==> src/rtl/stg1fq_pkg.sv <==
// Shared sizing for the instruction fetch queue front end.
// Default widths stand in for the project-wide address/data/depth sizes.
package stg1fq_pkg;

    localparam int FQ_ADDR_W = 16;
    localparam int FQ_DATA_W = 32;
    localparam int FQ_DEPTH  = 4;

    // Occupancy counters need one extra bit so that "full" is representable.
    function automatic int fq_cnt_w(input int depth);
        return $clog2(depth) + 1;
    endfunction

endpackage

==> src/rtl/stg1fq_fifo_sync.sv <==
// Synchronous FIFO with flush, head read straight from storage, and occupancy count.
// A push and a pop in the same cycle leave the count unchanged.
module fifo_sync
    import stg1fq_pkg::*;
#(
    parameter int WIDTH = 8,
    parameter int DEPTH = 4
) (
    input  logic                        clk_i,
    input  logic                        rst_i,
    input  logic                        flush_i,
    input  logic                        push_i,
    input  logic [WIDTH-1:0]            data_i,
    input  logic                        pop_i,
    output logic [WIDTH-1:0]            head_o,
    output logic                        valid_o,
    output logic [fq_cnt_w(DEPTH)-1:0]  count_o
);

    localparam int AW = $clog2(DEPTH);
    localparam int CW = fq_cnt_w(DEPTH);

    logic [AW-1:0]    wr_q, wr_d;
    logic [AW-1:0]    rd_q, rd_d;
    logic [CW-1:0]    cnt_q, cnt_d;
    logic [WIDTH-1:0] mem_q [DEPTH];
    logic             full;
    logic             empty;
    logic             push_ok;
    logic             pop_ok;

    assign full    = (cnt_q == CW'(DEPTH));
    assign empty   = (cnt_q == '0);
    assign pop_ok  = pop_i & ~empty;
    // A push into a full queue is only legal when a pop frees a slot this cycle.
    assign push_ok = push_i & (~full | pop_ok);

    always_comb begin
        wr_d  = wr_q;
        rd_d  = rd_q;
        cnt_d = cnt_q;
        if (flush_i) begin
            wr_d  = '0;
            rd_d  = '0;
            cnt_d = '0;
        end else begin
            if (push_ok) begin
                wr_d = wr_q + 1'b1;
            end
            if (pop_ok) begin
                rd_d = rd_q + 1'b1;
            end
            case ({push_ok, pop_ok})
                2'b10:   cnt_d = cnt_q + 1'b1;
                2'b01:   cnt_d = cnt_q - 1'b1;
                default: cnt_d = cnt_q;
            endcase
        end
    end

    always_ff @(posedge clk_i) begin
        if (rst_i) begin
            wr_q  <= '0;
            rd_q  <= '0;
            cnt_q <= '0;
        end else begin
            wr_q  <= wr_d;
            rd_q  <= rd_d;
            cnt_q <= cnt_d;
        end
    end

    always_ff @(posedge clk_i) begin
        if (push_ok & ~flush_i & ~rst_i) begin
            mem_q[wr_q] <= data_i;
        end
    end

    assign head_o  = mem_q[rd_q];
    assign valid_o = ~empty;
    assign count_o = cnt_q;

endmodule

==> src/rtl/stg1fq.sv <==
// Instruction fetch front end: owns the PC, issues single-cycle-latency reads and
// queues returned {pc,instr} pairs for decode, with redirect/flush and credit-limited prefetch.
module stg1fq
    import stg1fq_pkg::*;
#(
    parameter int                ADDR_W   = FQ_ADDR_W,
    parameter int                DATA_W   = FQ_DATA_W,
    parameter int                DEPTH    = FQ_DEPTH,
    parameter logic [ADDR_W-1:0] RESET_PC = '0
) (
    input  logic                        iw_clk,
    input  logic                        iw_rst,
    output logic [ADDR_W-1:0]           ow_mem_addr,
    output logic                        ow_mem_re,
    input  logic [DATA_W-1:0]           iw_mem_data,
    input  logic                        iw_redir,
    input  logic [ADDR_W-1:0]           iw_redir_pc,
    output logic                        ow_valid,
    input  logic                        iw_ready,
    output logic [ADDR_W-1:0]           ow_pc,
    output logic [DATA_W-1:0]           ow_instr,
    output logic [fq_cnt_w(DEPTH)-1:0]  ow_count
);

    localparam int CW = fq_cnt_w(DEPTH);
    localparam int EW = ADDR_W + DATA_W;

    logic [ADDR_W-1:0] pc_q, pc_d;
    logic [ADDR_W-1:0] issued_pc_q, issued_pc_d;
    logic              inflight_q, inflight_d;
    logic              tag_q, tag_d;
    logic              epoch_q, epoch_d;

    logic [EW-1:0]     fifo_head;
    logic              fifo_valid;
    logic [CW-1:0]     fifo_count;
    logic              fifo_push;
    logic              fifo_pop;
    logic [CW:0]       occupancy;
    logic              issue;

    // A redirect discards the queue anyway, so popping in that cycle would hand decode a flushed entry.
    assign fifo_pop  = fifo_valid & iw_ready & ~iw_redir;

    // Reserve a slot for the outstanding read so its return can never overflow the queue.
    assign occupancy = {1'b0, fifo_count} + {{CW{1'b0}}, inflight_q} - {{CW{1'b0}}, fifo_pop};
    assign issue     = ~iw_rst & ~iw_redir & (occupancy < (CW+1)'(DEPTH));

    // Returns tagged with an older epoch belong to a fetch stream that was redirected away.
    assign fifo_push = inflight_q & (tag_q == epoch_q) & ~iw_redir;

    always_comb begin
        pc_d        = pc_q;
        issued_pc_d = issued_pc_q;
        inflight_d  = issue;
        tag_d       = tag_q;
        epoch_d     = epoch_q;
        if (iw_redir) begin
            pc_d    = iw_redir_pc;
            epoch_d = ~epoch_q;
        end else if (issue) begin
            pc_d        = pc_q + 1'b1;
            issued_pc_d = pc_q;
            tag_d       = epoch_q;
        end
    end

    always_ff @(posedge iw_clk) begin
        if (iw_rst) begin
            pc_q        <= RESET_PC;
            issued_pc_q <= '0;
            inflight_q  <= 1'b0;
            tag_q       <= 1'b0;
            epoch_q     <= 1'b0;
        end else begin
            pc_q        <= pc_d;
            issued_pc_q <= issued_pc_d;
            inflight_q  <= inflight_d;
            tag_q       <= tag_d;
            epoch_q     <= epoch_d;
        end
    end

    fifo_sync #(
        .WIDTH (EW),
        .DEPTH (DEPTH)
    ) u_fifo (
        .clk_i   (iw_clk),
        .rst_i   (iw_rst),
        .flush_i (iw_redir),
        .push_i  (fifo_push),
        .data_i  ({issued_pc_q, iw_mem_data}),
        .pop_i   (fifo_pop),
        .head_o  (fifo_head),
        .valid_o (fifo_valid),
        .count_o (fifo_count)
    );

    assign ow_mem_addr = pc_q;
    assign ow_mem_re   = issue;
    assign ow_valid    = fifo_valid;
    assign ow_count    = fifo_count;
    // Storage is not reset, so present zeros rather than stale contents when empty.
    assign ow_pc       = fifo_valid ? fifo_head[EW-1:DATA_W] : '0;
    assign ow_instr    = fifo_valid ? fifo_head[DATA_W-1:0]  : '0;

endmodule

==> config.mk <==
export PLATFORM = sky130hd
export DESIGN_NAME = stg1fq
export DESIGN_NICKNAME = d
export VERILOG_FILES = /design/src/rtl/stg1fq_pkg.sv /design/src/rtl/stg1fq_fifo_sync.sv /design/src/rtl/stg1fq.sv
export SDC_FILE = /design/constraint.sdc
export NUM_CORES = 1
export LEC_CHECK = 0
export ABC_AREA = 1
export CELL_PAD_IN_SITES_DETAIL_PLACEMENT = 1
export CELL_PAD_IN_SITES_GLOBAL_PLACEMENT = 1
export CORE_MARGIN = 2
export CORE_UTILIZATION = 44
export CTS_CLUSTER_SIZE = 16
export DETAILED_ROUTE_END_ITERATION = 7
export PLACE_DENSITY_LB_ADDON = 0.1
export SLEW_MARGIN = 0
export SYNTH_ARGS = -nofsm -noshare
export SYNTH_HDL_FRONTEND = slang
export SYNTH_SLANG_ARGS = --single-unit
==> constraint.sdc <==
create_clock -name iw_clk -period 5.35 [get_ports iw_clk]
set_input_delay 0.8025 -clock iw_clk [delete_from_list [all_inputs] [get_ports iw_clk]]
set_output_delay 0.8025 -clock iw_clk [all_outputs]
set_load 0.05 [all_outputs]
== Word level (Yosys, flattened, before mapping) ==
Memory sizes are Yosys's and may differ from the RTL's. A register that Yosys moved wholly into a read port is not among the register bits.
Index checks and enable logic that the tools add are counted.

* Multiplexer cells: 9
* Divide/modulo/power cells: 0
* $add $sub $neg: 7
* Equal/unequal tests: 4
* Multiply operators: 0
* Reductions and logical operators: 5
* Shift-type cells: 0
* Bitwise operators: 16
* Order comparisons: 1

{| class="wikitable"
|+ Operator list
! kind !! count
|-
| 2-to-1 mux 16 bit || 3
|-
| 2-to-1 mux 32 bit || 1
|-
| adder 16 x 1 -> 16 bit (second input constant) || 1
|-
| bitwise AND 1 bit || 10
|-
| one-hot mux 3 bit (2 select lines) || 1
|-
| inverter 1 bit || 5
|-
| adder 2 x 1 -> 2 bit (second input constant) || 2
|-
| adder 3 x 1 -> 4 bit || 1
|-
| less-than comparator 4 x 3 -> 1 bit (second input constant) || 1
|-
| 2-to-1 mux 2 bit || 2
|-
| nonzero test 2 bit || 2
|-
| subtractor 4 x 1 -> 4 bit || 1
|-
| adder 3 x 1 -> 3 bit (second input constant) || 1
|-
| equality test 3 bit (second input constant) || 1
|-
| zero test 3 bit || 1
|-
| subtractor 3 x 1 -> 3 bit (second input constant) || 1
|-
| equality test 2 x 1 -> 1 bit (second input constant) || 1
|-
| equality test 2 bit (second input constant) || 1
|-
| 2-to-1 mux 1 bit || 2
|-
| AND reduction 2 bit || 1
|-
| OR reduction 2 bit || 1
|-
| equality test 1 bit || 1
|-
| bitwise OR 1 bit || 1
|}

* Bits in latches: 0
* Output and inout port bits: 69
* Bits in writable memories: 192
* Memory bits (read-only): 0
* Logic and storage cells: 51
* Memories kept: 1
* Register bits: 42

{| class="wikitable"
|+ Memory list
! memory !! depth !! bits a word !! read ports !! clocked after Yosys merged registers in !! wr ports !! line !! text
|-
| u_fifo.mem_q || 4 || 48 || 1 || 1 || 1 || stg1fq_fifo_sync.sv:26 || <nowiki>logic [WIDTH-1:0] mem_q [DEPTH];</nowiki>
|}

== Longest topological paths before layout ==
Gate-level depths: netlist (run 1).

* Word-level depth: 11
* Depth in mapped cells: 17

== Cells and area by module ==
A second synthesis (run 1) with hierarchy kept.

* Cells, all modules: 932
* Area, all modules: 9968.3 sq um

{| class="wikitable"
|+ Modules (own cells, without submodules)
! module !! cells an instance !! area an instance (sq um) !! times used
|-
| fifo_sync || 532 || 7627.3 || 1
|-
| stg1fq || 400 || 2341.0 || 1
|}

== Worst setup path after synthesis (run 1) ==
No wires, ideal clock.

* Path type: reg-to-reg
* From: register u_fifo.cnt_q[2] (netlist: u_fifo.count_o[2])
* To: memory u_fifo.mem_q[0][0] (netlist bit) (enable)
* Setup slack: 1.188 ns
* Period minus slack after synthesis: 4.162 ns
* Arrival: 3.708 ns
* Setup time: 0.453 ns
* Buffers on the path: 0
* Cell stages (with the launch flop): 8
* Cell sequence: dfxtp_1 -> inv_2 -> nand2_2 -> inv_2 -> nor2_4 -> o21ai_2 -> or2_4 -> nor2_1

* Cells in the longest elaborated chain, start to end: 11

{| class="wikitable"
|+ RTL lines
! item !! line !! text
|-
| start, declared || stg1fq_fifo_sync.sv:25 || <nowiki>logic [CW-1:0] cnt_q, cnt_d;</nowiki>
|-
| start signal, assigned || stg1fq_fifo_sync.sv:69 || <nowiki>cnt_q <= cnt_d;</nowiki>
|-
| zero test 3 bit (*) || stg1fq_fifo_sync.sv:33 || <nowiki>assign empty = (cnt_q == '0);</nowiki>
|-
| inverter 1 bit (*) || stg1fq_fifo_sync.sv:80 || <nowiki>assign valid_o = ~empty;</nowiki>
|-
| named net ow_valid || stg1fq.sv:18 || <nowiki>output logic ow_valid,</nowiki>
|-
| bitwise AND 1 bit (2 in series) || stg1fq.sv:43 || <nowiki>assign fifo_pop = fifo_valid & iw_ready & ~iw_redir;</nowiki>
|-
| bitwise AND 1 bit (*) || stg1fq_fifo_sync.sv:34 || <nowiki>assign pop_ok = pop_i & ~empty;</nowiki>
|-
| bitwise OR 1 bit (*) || stg1fq_fifo_sync.sv:36 || <nowiki>assign push_ok = push_i & (~full | pop_ok);</nowiki>
|-
| bitwise AND 1 bit (*) || stg1fq_fifo_sync.sv:36 ||
|-
| bitwise AND 1 bit (*) (2 in series) || stg1fq_fifo_sync.sv:74 || <nowiki>if (push_ok & ~flush_i & ~rst_i) begin</nowiki>
|-
| 2-to-1 mux 1 bit (*) || stg1fq_fifo_sync.sv:74 ||
|-
| 2-to-1 mux 1 bit (implied by the code) (*) || stg1fq_fifo_sync.sv:75 || <nowiki>mem_q[wr_q] <= data_i;</nowiki>
|-
| end, declared || stg1fq_fifo_sync.sv:26 ||
|}

The timed path passes the listed nets; every way through them passes the cells marked *.

==> results of run 1 <==
==> layer usage <==
layer	wire [µm]	up-vias	GRT usage (%)
met5	0	-	0
met4	347	0	4.45
met3	750	30	2.55
met2	12100	122	36.5
met1	10500	3417	25.6
li1	-	3402	-
==> report_power, final <==
group          switching [mW]  internal, mW  total, mW
logic                   0.177         0.101      0.278
registers              0.0325          2.01       2.05
clock network           0.669         0.967       1.64
total                   0.878          3.08       3.96
==> cell usage in the layout, fill, tap and decap left out, types with 2 or more instances in the layout <==
cell / instances
clkbuf_16: 25
nand3_2: 2
nand2_1: 98
clkdlybuf4s50_1: 119
clkinv_2: 3
o21ai_0: 115
o21ai_1: 9
clkbuf_1: 8
nand3_1: 31
xor2_1: 2
nor2_1: 236
a21oi_1: 73
nor2_4: 6
dfxtp_1: 42
inv_1: 39
inv_2: 5
bufinv_16: 2
edfxtp_1: 192
buf_12: 3
ha_1: 8
nand2_2: 2
a21boi_1: 3
buf_4: 8
clkinv_1: 5
nand4_1: 6
==> kinds of logic after synthesis <==
group           after synthesis  synth area share [%]
simple gates                387                  16.2
xor+xnor                      3                 0.269
flops                       236                  67.9
buf+inv                      92                  3.89
compound gates              202                  10.5
fa+ha+maj                     9                  1.23
==> path summary, 6_finish.rpt <==
kind	from	slack [ns]	endpoint	cells past startpoint
min reg2reg	u_fifo.rd_q[1]	0.48	register	2
max reg2reg	u_fifo.count_o[2]	2.47	ow_mem_addr[7]	15
min	u_fifo.rd_q[1]	0.48	register	2
max	register	1.12	ow_pc[5]	6
==> worst reg2reg max path, cell delays in order (launching register included) <==
cell     delay, ns
dfxtp_1       0.42
inv_2         0.09
nand2_2       0.11
inv_2         0.14
nor2_4        0.22
ha_1          0.18
inv_1         0.04
ha_1          0.26
nand3_1       0.11
nand3_1       0.11
nand2_1       0.20
nor2_8        0.06
buf_4         0.25
nor2_2        0.34
nand2_1       0.09
a21oi_1       0.17
==> cell type report <==
cell class | count | area (µm²) | share of cell area [%]
clock buffers | 34 | 669 | 5.56
clock inverters | 10 | 98.8 | 0.821
inverters | 45 | 169 | 1.40
multi-input cells | 601 | 2790 | 23.1
flip-flops and latches | 236 | 6650 | 55.3
well taps | 280 | 350 | 2.91
repair buffers | 130 | 1310 | 10.9
==> flip-flops by register name (all words and copies together), names as in the netlist, named ones only <==
name	count
u_fifo.count_o	3
u_fifo.rd_q	2
issued_pc_q	16
u_fifo.mem_q	192
ow_mem_addr	16
inflight_q	1
u_fifo.wr_q	2
tag_q	1
epoch_q	1
==> out/qor.txt, run 1 <==
HP Class -> reg -> reg
clock-pin transition on the worst setup and hold timing paths -> 0.06 ns
WL/cell -> 17.7 µm
Yosys reg bits -> 236
post-synth top area share -> 58.9%
post-synth top area cell -> edfxtp_1
Area growth, synth to finish -> 23.0%
DRC errors left -> 0
worst-margin pin slew -> 1.06 ns
crit end category -> primary output
Initial Utilization -> 44.8%
RSZ-0062 raised after global routing -> no
share of layout cells above drive strength 1 -> 6.25%
worst vdd ir -> 0.209 mV
CTS Root Cell -> clkbuf_16
CP max stage delay -> 0.92 ns
Cells after Synth -> 929
Max Transition Viols Final -> 0
Max-Cap Viols -> 0
ys flop type -> edfxtp_1
initial antenna violation count -> 0
status -> finished clean
# Post-CTS Setup Buffers -> 0
Crit Path Class -> reg -> out
Rel. slew slack -> 29.4%
Clock Latency Late Sink -> 0.51 ns
Pleak -> 4.24 nW
Worst Path Buf+Inv -> 3
final hold slack -> 0.476 ns
FMAX -> 237 MHz
final worst path period share -> 79.0%
row cnt -> 54
Startpoint Class -> register
number of DRC markers in iteration 0 -> 327
Post-synth top cells -> 240 x nor2_1, 192 x edfxtp_1, 115 x o21ai_0, 98 x nand2_1, 73 x a21oi_1
Layout fillers -> 2344
gr usage total -> 20.1%
Layout Skew -> 0.0129 ns
synth top area cells -> edfxtp_1 59%, nor2_1 9.2%, dfxtp_1 9.0%
Port Buf Inserts -> 120
placed cells -> 1292
die area -> 0.0234 mm²
Seq/Total Area, Yosys -> 67.9%
CP cell instances -> buf_4, inv_2, nor2_1, o21ai_0, a21oi_1, clkdlybuf4s50_1
Post-CTS Hold Buffers -> 0
GP Congestion -> 0.741
Post-DP HPWL -> 13.9 mm
count of cell types in the netlist -> 33
syn_nets -> 990
Post-synth EDFFs -> 192
Ports -> 121
syn_area_per_cell -> 10.5 µm²
Tmin final -> 4.23 ns
number of global-route vias before repair -> 7216
Final Hold Fails -> 0
width of the chip -> 153 µm
number of CTS-inserted buffers -> 25
die height -> 153 µm
Crit-path slowest cell -> clkdlybuf4s50_1
CP max FO -> 49
Req. time, crit path -> 4.55 ns
synthesized cell area -> 0.00978 mm²
Post-synth ARST share -> 0%
Finished Layout Cells -> 1336
CP delay by family, top -> buffers and inverters
overall power -> 3.96 mW
Final setup viols -> 0
TritonCTS clock tree -> built
placed instance area -> 0.0113 mm²
grt ovf -> 0
count leader, synth -> nor2_1
CP arrival -> 3.42 ns
Vias/cell -> 5.22
clock buffer depth -> 3
vias after detailed routing -> 6971
worst setup margin -> 1.12 ns
Ys Warns -> 0
H-tree levels -> 1
P per Cell Area -> 329 mW/mm²
Gates resized, CTS repair -> 0
Antenna Violating Nets Remaining -> 0
Antenna Cells -> 0
total wire length -> 23.7 mm
first-pass GRT wire length -> 37.7 mm
DR pass1 iterations -> 4
pin count of the biggest net entering global routing -> 61
post-placement setup slack -> 1.27 ns
core area -> 0.0218 mm²
# clock sinks -> 236
Total Nets Final -> 1100
Final Util -> 55.2%
fin area -> 0.0120 mm²
setup TNS -> 0 ns
No activity file was read; power rests on OpenSTA's default activity.
==> run 2: changes to the inputs <==
==> constraint.sdc (replaced) <==
create_clock -name iw_clk -period 4.3 [get_ports iw_clk]
set_input_delay 0.645 -clock iw_clk [delete_from_list [all_inputs] [get_ports iw_clk]]
set_output_delay 0.645 -clock iw_clk [all_outputs]
set_load 0.05 [all_outputs]
==> run 2 against run 1 <==
  * Sequential power is 24% higher
  * Combinational power grew 26%
  * Utilization up 0.52 points
  * Via count is 1.6% higher
  * Sequential share of layout area decreased by 0.52 points
  * Clock skew down 0.0061 ns
  * Power is 28% higher
  * Count of clock-buffer cells in the layout shrank 4
==> out/qor.txt, run 2 (synthesized netlist as in run 1, its figures left out) <==
RR Endpoint -> ow_mem_addr[13]
setup TNS -> 0 ns (unchanged)
number of DRC markers in iteration 0 -> 395 (+21%)
Crit Path Class -> reg -> out
die height -> 153 µm (unchanged)
Initial Utilization -> 44.8% (unchanged)
Area growth, synth to finish -> 24.2%
grt ovf -> 0 (unchanged)
worst vdd ir -> 0.255 mV (+22%)
Clock Latency Late Sink -> 0.52 ns (about the same)
WL/cell -> 18.1 µm (+2.3%)
Net Switching -> 1.15 mW (+31%)
width of the chip -> 153 µm (unchanged)
core area -> 0.0218 mm² (unchanged)
CTS Root Cell -> clkbuf_16
CP cell instances -> buf_4, nor2_1, nor2_1, o21ai_0, a21oi_1, clkdlybuf4s50_1
Worst Path Buf+Inv -> 2 (-1)
GP Congestion -> 0.736 (-0.74%)
Biggest register -> u_fifo.mem_q
Antenna Violating Nets Remaining -> 0 (unchanged)
clock-pin transition on the worst setup and hold timing paths -> 0.06 ns (about the same)
number of global-route vias before repair -> 7527 (+4.3%)
Port Buf Inserts -> 120 (unchanged)
row cnt -> 54 (unchanged)
CP max FO -> 64 (+31%)
Max-Cap Viols -> 0 (unchanged)
# Post-CTS Setup Buffers -> 0 (unchanged)
most frequent cells in the layout -> 236 x nor2_1, 192 x edfxtp_1, 119 x clkdlybuf4s50_1, 115 x o21ai_0, 98 x nand2_1
Antenna Cells -> 0 (unchanged)
Ports -> 121 (unchanged)
# clock sinks -> 236 (unchanged)
CP max stage delay -> 0.87 ns (-0.05 ns)
vias after detailed routing -> 7083 (+1.6%)
Req. time, crit path -> 3.65 ns (-0.90 ns)
Vias/cell -> 5.28 (+1.2%)
final worst path period share -> 91.9%
Max Transition Viols Final -> 0 (unchanged)
number of CTS-inserted buffers -> 25 (unchanged)
die area -> 0.0234 mm² (unchanged)
initial antenna violation count -> 0 (unchanged)
Int Pwr -> 3.90 mW (+27%)
status -> finished clean
Final Util -> 55.7% (+0.52 points)
Reg2Reg Depth -> 17 (+2)
most common cell after layout, fill and taps aside -> nor2_1
DR pass1 iterations -> 4 (unchanged)
Startpoint Class -> register
P per Cell Area -> 416 mW/mm² (+26%)
hold depth -> 2 (unchanged)
Combinational Power Share -> 6.9% (about the same)
Layout fillers -> 2336 (-0.34%)
clock buffer depth -> 3 (unchanged)
Post-CTS Hold Buffers -> 0 (unchanged)
setup slack, reg-to-reg -> 1.60 ns (-0.87 ns)
H-tree levels -> 1 (unchanged)
Rel. slew slack -> 51.4% (+22 points)
RR Startpoint -> u_fifo.count_o[2]
first-pass GRT wire length -> 39.1 mm (+3.7%)
Final setup viols -> 0 (unchanged)
Worst path most repeated cell -> nor2_1
worst min-delay path startpoint -> u_fifo.rd_q[1]
CP arrival -> 3.31 ns (-0.11 ns)
FMAX -> 253 MHz
switching part of the total power -> 22.7% (+0.55 points)
RSZ-0062 raised after global routing -> no
max reg flops -> 192 (unchanged)
Tmin final -> 3.95 ns
CP delay by family, top -> buffers and inverters
Layout Skew -> 0.00685 ns (-0.00607 ns)
Post-DP HPWL -> 14.1 mm (+1.5%)
worst-margin pin slew -> 0.730 ns (-0.328 ns)
total wire length -> 24.3 mm (+2.7%)
clock power share -> 42.7% (+1.4 points)
share of layout cells above drive strength 1 -> 7.16% (+0.91 points)
Pleak -> 4.28 nW (+1.1%)
crit end category -> primary output
gr usage total -> 20.8% (+0.72 points)
DRC errors left -> 0 (unchanged)
pin count of the biggest net entering global routing -> 65 (+6.6%)
TritonCTS clock tree -> built
Total Nets Final -> 1103 (+0.27%)
Crit-path slowest cell -> clkdlybuf4s50_1
Seq pwr share -> 50.4% (-1.3 points)
Final Hold Fails -> 0 (unchanged)
Gates resized, CTS repair -> 0 (unchanged)
HP Class -> reg -> reg
run 2: changes by cell type in the layout (fill, tap and decap cells not counted):
cell	previous run	this run
clkinvlp_4	0	2
inv_6	0	2
buf_12	3	6
bufinv_16	2	3
clkinv_2	3	5
clkinv_1	5	4
clkbuf_1	8	4
run 2: area by class of cell:
| cell class | instances | area, µm² | area share (%) |
|---|---|---|---|
| Clock buffer | 30 | 654 | 5.39 |
| Timing Repair Buffer | 133 | 1370 | 11.3 |
| Clock inverter | 16 | 168 | 1.38 |
| Multi-Input combinational cell | 601 | 2790 | 22.9 |
| Inverter | 45 | 169 | 1.39 |
| Tap cell | 280 | 350 | 2.88 |
| Sequential cell | 236 | 6650 | 54.7 |
run 2: stage by stage:
| step | hold slack (ns) | power [mW] | cell area, µm² | setup WS (ns) | std cells |
|---|---|---|---|---|---|
| after floorplan | 0.436 | 2.79 | 9780 | 0.138 | 929 |
| after detailed placement | 0.454 | 2.95 | 11300 | 0.754 | 1295 |
| after global routing | 0.488 | 5.21 | 12200 | 0.194 | 1341 |
| final | 0.465 | 5.05 | 12200 | 0.349 | 1341 |
| after CTS | 0.465 | 5.09 | 12200 | 0.338 | 1341 |
| after global placement | 0.447 | 2.94 | 11300 | 0.810 | 1295 |
run 2: worst max-delay path by stage:
stage / from / end / slack, ns / cells past startpoint
floorplan: u_fifo.count_o[2] / u_fifo.mem_q[0][0] / 0.14 / 7
finish: register / ow_pc[6] / 0.35 / 6
CTS: register / ow_pc[6] / 0.34 / 6
detailed placement: iw_ready / ow_mem_re / 0.75 / 12
global route: register / ow_instr[17] / 0.19 / 5
global placement: iw_ready / ow_mem_re / 0.81 / 12
run 2: tightest hold or removal path: cells and delay by family, from the launching register on:
kind                   cells  cell delay [ns]
buffers and inverters      1             0.06
DFF                        1             0.30
AOI/OAI and AO/OA          1             0.07
run 2: power groups by stage:
stage                     clock [mW]  combinational [mW]  sequential, mW
after global placement             0               0.346            2.59
after detailed placement           0               0.352            2.59
after CTS                       2.19               0.355            2.55
after floorplan                    0               0.170            2.62
final                           2.16               0.350            2.55
after global routing            2.28               0.381            2.55
run 2: metal layers:
metal	GRT usage, %	wire (µm)
met1	25.9	10400
met2	38.5	12600
met3	2.75	954
met4	4.45	334
met5	0	0
==> run 3: changes to the inputs <==
==> constraint.sdc (replaced) <==
create_clock -name iw_clk -period 3.7 [get_ports iw_clk]
set_input_delay 0.555 -clock iw_clk [delete_from_list [all_inputs] [get_ports iw_clk]]
set_output_delay 0.555 -clock iw_clk [all_outputs]
set_load 0.05 [all_outputs]
==> run 3 against run 2 <==
  * Global-route usage decreased by 0.49 points
  * Final area increased by 0.44%
  * Setup slack worse by 0.16 ns
  * Sequential share of layout area is 0.24 points lower
  * Cell count is 0.37% higher
  * First-iteration DRC count decreased by 32%
  * Largest power group unchanged
  * Die area unchanged
==> out/qor.txt, run 3 (synthesized netlist as in run 1, its figures left out) <==
status -> finished clean
Gates resized, CTS repair -> 0 (unchanged)
gr usage total -> 20.3% (-0.49 points)
Rel. slew slack -> 48.7% (-2.7 points)
Met3 Wirelength -> 959 µm (+0.52%)
met1 WL -> 10.1 mm (-2.6%)
Ports -> 121 (unchanged)
# Post-CTS Setup Buffers -> 0 (unchanged)
total wire length -> 23.9 mm (-1.8%)
clock buffer depth -> 3 (unchanged)
Vias/cell -> 5.23 (-1.0%)
Pleak -> 4.39 nW (+2.5%)
Clock Latency Late Sink -> 0.52 ns (about the same)
width of the chip -> 153 µm (unchanged)
hold depth -> 2 (unchanged)
DR pass1 iterations -> 4 (unchanged)
initial antenna violation count -> 0 (unchanged)
die height -> 153 µm (unchanged)
CTS Root Cell -> clkbuf_16
Crit Path Class -> reg -> out
Port Buf Inserts -> 120 (unchanged)
HP Class -> reg -> reg
max reg flops -> 192 (unchanged)
Req. time, crit path -> 3.14 ns (-0.51 ns)
worst-margin pin slew -> 0.769 ns (+0.0393 ns)
CP max FO -> 55 (-14%)
final hold slack -> 0.467 ns (+0.00256 ns)
top sig layer -> met4
die area -> 0.0234 mm² (unchanged)
Tmin final -> 3.52 ns
Post-DP HPWL -> 14.3 mm (+1.6%)
most common cell after layout, fill and taps aside -> nor2_1
DR WL met2 -> 12.3 mm (-2.3%)
clock-pin transition on the worst setup and hold timing paths -> 0.06 ns (about the same)
WL/cell -> 17.8 µm (-2.1%)
CP arrival -> 2.96 ns (-0.35 ns)
Antenna Cells -> 0 (unchanged)
Antenna Violating Nets Remaining -> 0 (unchanged)
DRC errors left -> 0 (unchanged)
Total Nets Final -> 1108 (+0.45%)
Max-Cap Viols -> 0 (unchanged)
Layout Skew -> 0.0109 ns (+0.00408 ns)
Final Util -> 55.9% (+0.25 points)
Final Hold Fails -> 0 (unchanged)
GP Congestion -> 0.715 (-2.8%)
number of DRC markers in iteration 0 -> 269 (-32%)
setup slack, reg-to-reg -> 1.18 ns (-0.42 ns)
core area -> 0.0218 mm² (unchanged)
grt ovf -> 0 (unchanged)
Max Transition Viols Final -> 0 (unchanged)
vias after detailed routing -> 7037 (-0.65%)
RSZ-0062 raised after global routing -> no
pin count of the biggest net entering global routing -> 56 (-14%)
P per Cell Area -> 494 mW/mm² (+19%)
# clock sinks -> 236 (unchanged)
TritonCTS clock tree -> built
Initial Utilization -> 44.8% (unchanged)
Post-CTS Hold Buffers -> 0 (unchanged)
number of global-route vias before repair -> 7417 (-1.5%)
share of layout cells above drive strength 1 -> 9.29% (+2.1 points)
Layout fillers -> 2326 (-0.43%)
Reg2Reg Depth -> 14 (-3)
Area growth, synth to finish -> 24.7%
worst vdd ir -> 0.273 mV (+7.0%)
FMAX -> 284 MHz
H-tree levels -> 1 (unchanged)
crit end category -> primary output
first-pass GRT wire length -> 38.1 mm (-2.6%)
number of CTS-inserted buffers -> 25 (unchanged)
RR Startpoint -> u_fifo.count_o[2]
final worst path period share -> 95.0%
most frequent cells in the layout -> 236 x nor2_1, 192 x edfxtp_1, 115 x o21ai_0, 101 x clkdlybuf4s50_1, 98 x nand2_1
RR Endpoint -> ow_mem_addr[5]
Biggest register -> u_fifo.mem_q
Startpoint Class -> register
Final setup viols -> 0 (unchanged)
row cnt -> 54 (unchanged)
worst min-delay path startpoint -> u_fifo.rd_q[1]
## run 3: power breakdown
group / internal, mW / switching, mW
sequential: 2.91 / 0.0471
clock: 1.64 / 1.01
combinational: 0.148 / 0.258
## run 3: worst max path at each step
| stage | start | end | slack [ns] | cells after the start |
|---|---|---|---|---|
| 2_1_floorplan | u_fifo.count_o[2] | u_fifo.mem_q[0][0] | -0.46 | 7 |
| 3_3_place_gp | iw_ready | ow_mem_re | 0.58 | 12 |
| 3_5_place_dp | iw_ready | ow_mem_re | 0.56 | 12 |
| 4_1_cts | register | ow_instr[17] | 0.15 | 5 |
| 5_1_grt | register | ow_instr[17] | 0.005 | 5 |
| 6_report | register | ow_instr[17] | 0.18 | 5 |
## run 3: metrics by stage
step,area (µm²),setup slack [ns],power (mW),setup TNS [ns],instances
after global routing,12200,0.00549,6.21,0,1346
final,12200,0.185,6.02,0,1346
after floorplan,9780,-0.462,3.24,-88.67,929
after detailed placement,11300,0.559,3.42,0,1300
after CTS,12200,0.151,6.08,0,1346
after global placement,11300,0.584,3.41,0,1300
## run 3: critical path: stages, from the launching register on
cell and delay (ns):
dfxtp_4 0.51, inv_2 0.12, buf_4 0.43, o21ai_0 0.21, a21oi_1 0.26, clkdlybuf4s50_1 0.85
## run 3: final cells by class
class	instances	area, µm²	share of cell area (%)
multi-input combinational	601	2790	22.8
tap	280	350	2.87
clock inverter	14	176	1.45
timing repair buffer	138	1360	11.1
sequential	236	6650	54.5
clock buffer	32	714	5.85
inverter	45	169	1.38
## run 3: per-layer routing
layer	vias up	track usage, %
met2	141	38.2
met1	3449	24.3
li1	3411	-
met3	36	2.81
met5	-	0
met4	0	5.20
